==> config.mk <==
export PLATFORM = sky130hd
export DESIGN_NAME = timer_pwm_array
export DESIGN_NICKNAME = d
export VERILOG_FILES = /design/src/rtl/timer_pwm_pkg.sv /design/src/rtl/timer_pwm_channel.sv /design/src/rtl/timer_pwm_array.sv
export SDC_FILE = /design/constraint.sdc
export NUM_CORES = 1
export LEC_CHECK = 0
export CAP_MARGIN = 20
export CORE_MARGIN = 10
export CORE_UTILIZATION = 44
export DETAILED_ROUTE_END_ITERATION = 8
export PLACE_DENSITY = 0.74
export SLEW_MARGIN = 40
export SYNTH_ARGS = -nofsm -noshare
export SYNTH_HDL_FRONTEND = slang
export SYNTH_SLANG_ARGS = --single-unit
==> constraint.sdc <==
create_clock -name clk -period 8.7 [get_ports clk]
set_clock_uncertainty 0.15 [all_clocks]
set_input_delay 2.175 -clock clk [delete_from_list [all_inputs] [get_ports clk]]
set_output_delay 2.175 -clock clk [all_outputs]
set_load 0.02 [all_outputs]
==> src/rtl/timer_pwm_pkg.sv <==
// Shared encodings for the multi-channel timer/PWM engine.
package timer_pwm_pkg;

    // Channel operating modes (ch_mode field)
    localparam logic [1:0] MODE_ONESHOT    = 2'b00;
    localparam logic [1:0] MODE_PERIODIC   = 2'b01;
    localparam logic [1:0] MODE_PWM_EDGE   = 2'b10;
    localparam logic [1:0] MODE_PWM_CENTER = 2'b11;

    // Per-channel FSM states
    localparam logic [0:0] ST_IDLE = 1'b0;
    localparam logic [0:0] ST_RUN  = 1'b1;

endpackage

==> src/rtl/timer_pwm_channel.sv <==
// One timer/PWM channel: prescaler, counter, shadow registers, IDLE/RUN state
// and registered outputs. Define TIMER_PWM_CENTER_EN to make mode 11
// center-aligned (up/down) PWM; otherwise mode 11 behaves as edge PWM.
module timer_pwm_channel
    import timer_pwm_pkg::*;
#(
    parameter int unsigned CNT_W = 16,
    parameter int unsigned PSC_W = 8
) (
    input  logic             clk,
    input  logic             rst,
    input  logic             en,
    input  logic             start,
    input  logic [1:0]       mode,
    input  logic             pol,
    input  logic [PSC_W-1:0] psc,
    input  logic [CNT_W-1:0] period,
    input  logic [CNT_W-1:0] compare,
    input  logic             done_clr,
    output logic             pwm_out,
    output logic             done,
    output logic             irq,
    output logic             busy
);

    logic [0:0]       state_q,   state_d;
    logic [CNT_W-1:0] cnt_q,     cnt_d;
    logic [PSC_W-1:0] psc_q,     psc_d;
    logic [1:0]       mode_sh_q, mode_sh_d;
    logic [CNT_W-1:0] per_sh_q,  per_sh_d;
    logic [CNT_W-1:0] cmp_sh_q,  cmp_sh_d;
    logic             pol_sh_q,  pol_sh_d;
    logic             done_q,    done_d;
    logic             irq_q,     irq_d;
    logic             pwm_q,     pwm_d;
`ifdef TIMER_PWM_CENTER_EN
    logic             dir_q,     dir_d;   // 0 counting up, 1 counting down
`endif
    logic [CNT_W-1:0] per_load;
    logic             tick;
    logic             wrap;

    // A zero period behaves as a period of one tick
    assign per_load = (period == '0) ? CNT_W'(1) : period;

    // State and datapath registers
    always_ff @(posedge clk or posedge rst) begin
        if (rst) begin
            state_q   <= ST_IDLE;
            cnt_q     <= '0;
            psc_q     <= '0;
            mode_sh_q <= MODE_ONESHOT;
            per_sh_q  <= '0;
            cmp_sh_q  <= '0;
            pol_sh_q  <= 1'b0;
            done_q    <= 1'b0;
            irq_q     <= 1'b0;
            pwm_q     <= 1'b0;
`ifdef TIMER_PWM_CENTER_EN
            dir_q     <= 1'b0;
`endif
        end else begin
            state_q   <= state_d;
            cnt_q     <= cnt_d;
            psc_q     <= psc_d;
            mode_sh_q <= mode_sh_d;
            per_sh_q  <= per_sh_d;
            cmp_sh_q  <= cmp_sh_d;
            pol_sh_q  <= pol_sh_d;
            done_q    <= done_d;
            irq_q     <= irq_d;
            pwm_q     <= pwm_d;
`ifdef TIMER_PWM_CENTER_EN
            dir_q     <= dir_d;
`endif
        end
    end

    // Next-state: disable beats start, start beats counting, wrap beats done_clr
    always_comb begin
        state_d   = state_q;
        cnt_d     = cnt_q;
        psc_d     = psc_q;
        mode_sh_d = mode_sh_q;
        per_sh_d  = per_sh_q;
        cmp_sh_d  = cmp_sh_q;
        pol_sh_d  = pol_sh_q;
        done_d    = done_q;
        irq_d     = 1'b0;
        tick      = 1'b0;
        wrap      = 1'b0;
`ifdef TIMER_PWM_CENTER_EN
        dir_d     = dir_q;
`endif
        if (done_clr) begin
            done_d = 1'b0;
        end

        // Output follows the counter value of the previous cycle
        pwm_d = pol_sh_q;
        if ((state_q == ST_RUN) && mode_sh_q[1]) begin
            pwm_d = (cnt_q < cmp_sh_q) ^ pol_sh_q;
        end

        if (!en) begin
            state_d = ST_IDLE;
            cnt_d   = '0;
            psc_d   = '0;
            pwm_d   = pol;
`ifdef TIMER_PWM_CENTER_EN
            dir_d   = 1'b0;
`endif
        end else if (start) begin
            state_d   = ST_RUN;
            cnt_d     = '0;
            psc_d     = '0;
            mode_sh_d = mode;
            per_sh_d  = per_load;
            cmp_sh_d  = compare;
            pol_sh_d  = pol;
            done_d    = 1'b0;
`ifdef TIMER_PWM_CENTER_EN
            dir_d     = 1'b0;
`endif
        end else if (state_q == ST_RUN) begin
            // >= keeps the prescaler bounded if psc is lowered mid-count
            tick  = (psc_q >= psc);
            psc_d = tick ? '0 : psc_q + PSC_W'(1);
            if (tick) begin
`ifdef TIMER_PWM_CENTER_EN
                if (mode_sh_q == MODE_PWM_CENTER) begin
                    if (!dir_q && (cnt_q != per_sh_q)) begin
                        cnt_d = cnt_q + CNT_W'(1);
                    end else begin
                        cnt_d = cnt_q - CNT_W'(1);
                        dir_d = 1'b1;
                        if (cnt_q == CNT_W'(1)) begin
                            dir_d = 1'b0;
                            wrap  = 1'b1;
                        end
                    end
                end else
`endif
                if (cnt_q == per_sh_q - CNT_W'(1)) begin
                    cnt_d = '0;
                    wrap  = 1'b1;
                end else begin
                    cnt_d = cnt_q + CNT_W'(1);
                end

                if (wrap) begin
                    irq_d  = 1'b1;
                    done_d = 1'b1;
                    if (mode_sh_q == MODE_ONESHOT) begin
                        state_d = ST_IDLE;
                    end else begin
                        per_sh_d = per_load;
                        cmp_sh_d = compare;
                    end
                end
            end
        end
    end

    assign pwm_out = pwm_q;
    assign done    = done_q;
    assign irq     = irq_q;
    assign busy    = (state_q == ST_RUN);

endmodule

==> src/rtl/timer_pwm_array.sv <==
// NUM_CH independent timer/PWM channels; this level only slices the buses.
// Optional feature macro: TIMER_PWM_CENTER_EN (center-aligned PWM in mode 11).
module timer_pwm_array
    import timer_pwm_pkg::*;
#(
    parameter int unsigned NUM_CH = 4,
    parameter int unsigned CNT_W  = 16,
    parameter int unsigned PSC_W  = 8
) (
    input  logic                    clk,
    input  logic                    rst,
    input  logic [NUM_CH-1:0]       ch_en,
    input  logic [NUM_CH-1:0]       ch_start,
    input  logic [2*NUM_CH-1:0]     ch_mode,
    input  logic [NUM_CH-1:0]       ch_pol,
    input  logic [PSC_W-1:0]        psc,
    input  logic [NUM_CH*CNT_W-1:0] period,
    input  logic [NUM_CH*CNT_W-1:0] compare,
    input  logic [NUM_CH-1:0]       done_clr,
    output logic [NUM_CH-1:0]       pwm_out,
    output logic [NUM_CH-1:0]       done,
    output logic [NUM_CH-1:0]       irq,
    output logic [NUM_CH-1:0]       busy
);

    // One channel instance per bus slice
    for (genvar i = 0; i < NUM_CH; i++) begin : g_ch
        timer_pwm_channel #(
            .CNT_W (CNT_W),
            .PSC_W (PSC_W)
        ) u_ch (
            .clk      (clk),
            .rst      (rst),
            .en       (ch_en[i]),
            .start    (ch_start[i]),
            .mode     (ch_mode[2*i +: 2]),
            .pol      (ch_pol[i]),
            .psc      (psc),
            .period   (period[i*CNT_W +: CNT_W]),
            .compare  (compare[i*CNT_W +: CNT_W]),
            .done_clr (done_clr[i]),
            .pwm_out  (pwm_out[i]),
            .done     (done[i]),
            .irq      (irq[i]),
            .busy     (busy[i])
        );
    end

endmodule
==> results.md <==
- Tmin final: 5.36 ns
- Layout Utilization: 0.530
- Pwr per Cell Area: 161 nW/um^2
- Yosys top cell area share: 0.374
- Register share of total power: 0.422
- Worst R2R Start: g_ch[3].u_ch.per_sh_q[6]
- Crit path largest cell delay: 0.68 ns
- # setup viols final: 0
- Crit path required time: 8.99 ns
- CP Launch Point: psc[2]
- Die area: 46,500 um^2
- Overflow after GRT: 0
- Startpoint Class: input pin
- Syn Inst Count: 1,855
- Average instance area after synthesis: 9.08 um^2
- Least-Margin Pin Slew: 0.766 ns
- WL per Instance: 17.2 um
- Fmax: 0.187 GHz
- Comb pwr share: 0.163
- Hold buffers post-CTS: 0
- Post-Route WL: 43,200 um
- Vias per inst: 5.77
- Synth-to-Final Area Change: 18.7%
- Pre-antenna DRT Iters: 5
- Seq/Total Area, Yosys: 0.374
- CTS clk-pin slew, worst paths: 0.05 ns
- Synthesized net count: 2,121
- GPL Wtd Cong: 0.866
- ANT cells: 0
- Slew HR: 0.488
- Clock sink count: 252
- Placement Rows: 71
- Sequence of cells on the critical path: clkdlybuf4s50_1, inv_1, ha_1, a21o_1, a31oi_1, o21ai_0, o41a_1, nand2_1, o41a_4, mux2_1
- Placed Cells incl. Taps: 2,450
- Ys Warns: 0
- Postcts setup bufs: 0
- Final Cycle Share: 0.616
- Yosys cell types: 81
- CTS HTree Levels: 1
- Hold Startpoint: g_ch[1].u_ch.psc_q[7]
- Worst Path Buf+Inv: 2
- Non-Filler Instances: 2,506
- Post-synth EDFFs: 0
- Max cap viols: 0
- Largest net degree at the start of global routing: 143
- Detailed Route Iter0 Violations: 936
- Clock power share: 0.415
- Final Cell Area: 20,000 um^2
- Number of nets with antenna violations after detailed routing: 0
- Mapped cell area: 16,800 um^2
- Vias in the first global route: 14,382
- CP max stage cell: o41a_4
- Skew-Pair Late Insertion Delay: 0.57 ns
- Switching share of power: 0.269
- Switching pwr: 0.870 mW
- Maximum buffer depth of the clock tree: 3
- Int Pwr: 2.36 mW
- Outcome: completed
- Setup TNS: 0 ns
- Core ar.: 37,800 um^2
- Layout cells sized above 1: 0.0722
- Die Width: 216 um
- Area contributors post-synth: dfrtp_1 37%, ha_1 7.7%, nand2_1 3.8%, o21ai_0 3.6%, xnor2_1 3.2%
- PortBufs: 177
- Critical path class: input pin to flop
- Post-synthesis register bit count: 252
- Async SR Flop Fraction: 1.00
- CP endpoint kind: flop
- Cell taking the most area after synthesis: dfrtp_1
- Fin. Hold Viols: 0
- I/O pin count: 178
- Tot GR Track Use: 0.180
- Initial antenna violation count: 0
- Worst-path maximum fanout: 33
- Cell Area, Placed: 18,900 um^2
- RSZ-0062 raised after global routing: no
- DRC Markers: 0
- Die H: 216 um
- Global-route wire length before repair: 72,100 um
- CTS tree: yes
- Slew Limit Fails: 0
- Layout Nets: 2,239
- DR vias: 14,458
- CTS root buffer: clkbuf_16
- PostCTS Resize Cnt: 0
- Hpwl dp: 31,300 um
- P_leak: 8.78 nW
- Ys flop type: dfrtp_1
- Worst Path Arrival: 5.66 ns
- Max VDD drop: 0.000151 V
- CP top delay family: compound AO/OA/AOI/OAI gates
- CTS buffer count: 31
- Worst min path class: flop to flop
- Initial Utilization: 0.446
flip-flops by register name, indices dropped and copies added, names as in the netlist:
register / count
g_ch.u_ch.cmp_sh_q: 64
g_ch.u_ch.cnt_q: 64
g_ch.u_ch.per_sh_q: 64
g_ch.u_ch.psc_q: 32
g_ch.u_ch.mode_sh_q: 8
g_ch.u_ch.busy: 4
g_ch.u_ch.done: 4
g_ch.u_ch.irq: 4
g_ch.u_ch.pol_sh_q: 4
g_ch.u_ch.pwm_out: 4
Yosys cell counts (6+ instances only):
library cell  number
a211oi_1           6
a21o_1            25
a21oi_1           73
a221oi_1          16
a22o_1            10
a31oi_1           19
a41oi_1            7
and2_1             8
and3_1            59
buf_4             19
clkbuf_1          76
dfrtp_1          252
ha_1             104
inv_1            105
mux2_1            46
mux2_2            19
mux2_4            28
mux2i_1           12
nand2_1          169
nand2b_1          24
nand3_1           82
nand3b_1           7
nand4_1           34
nor2_1           102
nor2b_1           41
nor3_1            41
nor3b_1            8
nor4_1            46
nor4b_1            7
o211ai_1           9
o21ai_0          122
o22ai_1            8
o311ai_0          32
o31ai_1           10
or2_2              8
or3_1             15
or4_1             14
xnor2_1           61
xor2_1            42
cell usage in the layout, fill, tap and decap left out, types with 9 or more instances in the layout:
cell             count
clkbuf_16           31
a22o_1              10
dfrtp_1            252
ha_1               104
nand2_1            169
nor2b_1             41
nand3_1             82
a21o_1              25
o311ai_0            32
a21oi_1             73
buf_4               11
o31ai_1             10
mux2_4              28
o211ai_1             9
nor3_1              41
mux2_1              46
xor2_1              42
xnor2_1             61
o21ai_0            122
nand4_1             34
or3_1               15
clkdlybuf4s50_1    175
a221oi_1            16
nor4_1              46
nor2_1             102
or4_1               14
a31oi_1             19
nand2b_1            23
mux2_2              19
inv_1              104
and3_1              59
mux2i_1             12
final timing paths:
| kind | cells past startpoint | slack [ns] | end |
|---|---|---|---|
| max in group asynchronous | 4 | 5.47 | g_ch[3].u_ch.per_sh_q[12] |
| max reg2reg | 9 | 4.66 | g_ch[3].u_ch.cmp_sh_q[6] |
| min in group asynchronous | 2 | 1.83 | g_ch[1].u_ch.cnt_q[3] |
| min reg2reg | 1 | 0.33 | g_ch[1].u_ch.psc_q[7] |
| min | 1 | 0.33 | g_ch[1].u_ch.psc_q[7] |
| max | 10 | 3.34 | g_ch[1].u_ch.cmp_sh_q[1] |
through the flow:
step	power (mW)	setup slack, ns	hold slack [ns]
floorplan	1.72	3.06	0.299
global placement	1.88	2.56	0.321
detailed placement	1.90	2.77	0.325
CTS	3.26	3.36	0.338
global route	3.38	3.13	0.357
finish	3.23	3.34	0.334
cells by family (layout without fill, tap and decap cells):
family | after synthesis | after routing | share of synthesized area
buffers and inverters | 213 | 353 | 0.0542
AO/OA/AOI/OAI | 391 | 391 | 0.153
flip-flops | 252 | 252 | 0.374
adder cells (fa/ha/maj) | 104 | 104 | 0.0772
AND/OR/NAND/NOR | 687 | 687 | 0.212
multiplexers | 105 | 105 | 0.0755
XOR/XNOR | 103 | 103 | 0.0536
layout make-up:
class	count	area, um^2
clock buffers	42	887
clock inverters	13	176
fillers	3346	17800
inverters	106	402
multi-input cells	1390	9660
flip-flops and latches	252	6310
well taps	511	639
repair buffers	192	1920
metal layers:
layer / vias to the layer above / track usage / wire (um)
met5: - / 0 / 0
met4: 0 / 0.0580 / 960
met3: 79 / 0.0295 / 2610
met2: 422 / 0.295 / 20000
met1: 6978 / 0.239 / 19600
li1: 6979 / - / -
power groups by stage:
stage               clock network [mW]  registers (mW)  logic (mW)
finish                            1.34            1.36       0.527
global route                      1.42            1.38       0.589
CTS                               1.37            1.36       0.529
detailed placement                   0            1.38       0.523
global placement                     0            1.38       0.501
floorplan                            0            1.34       0.378
Power figures use the tool's default switching activity.
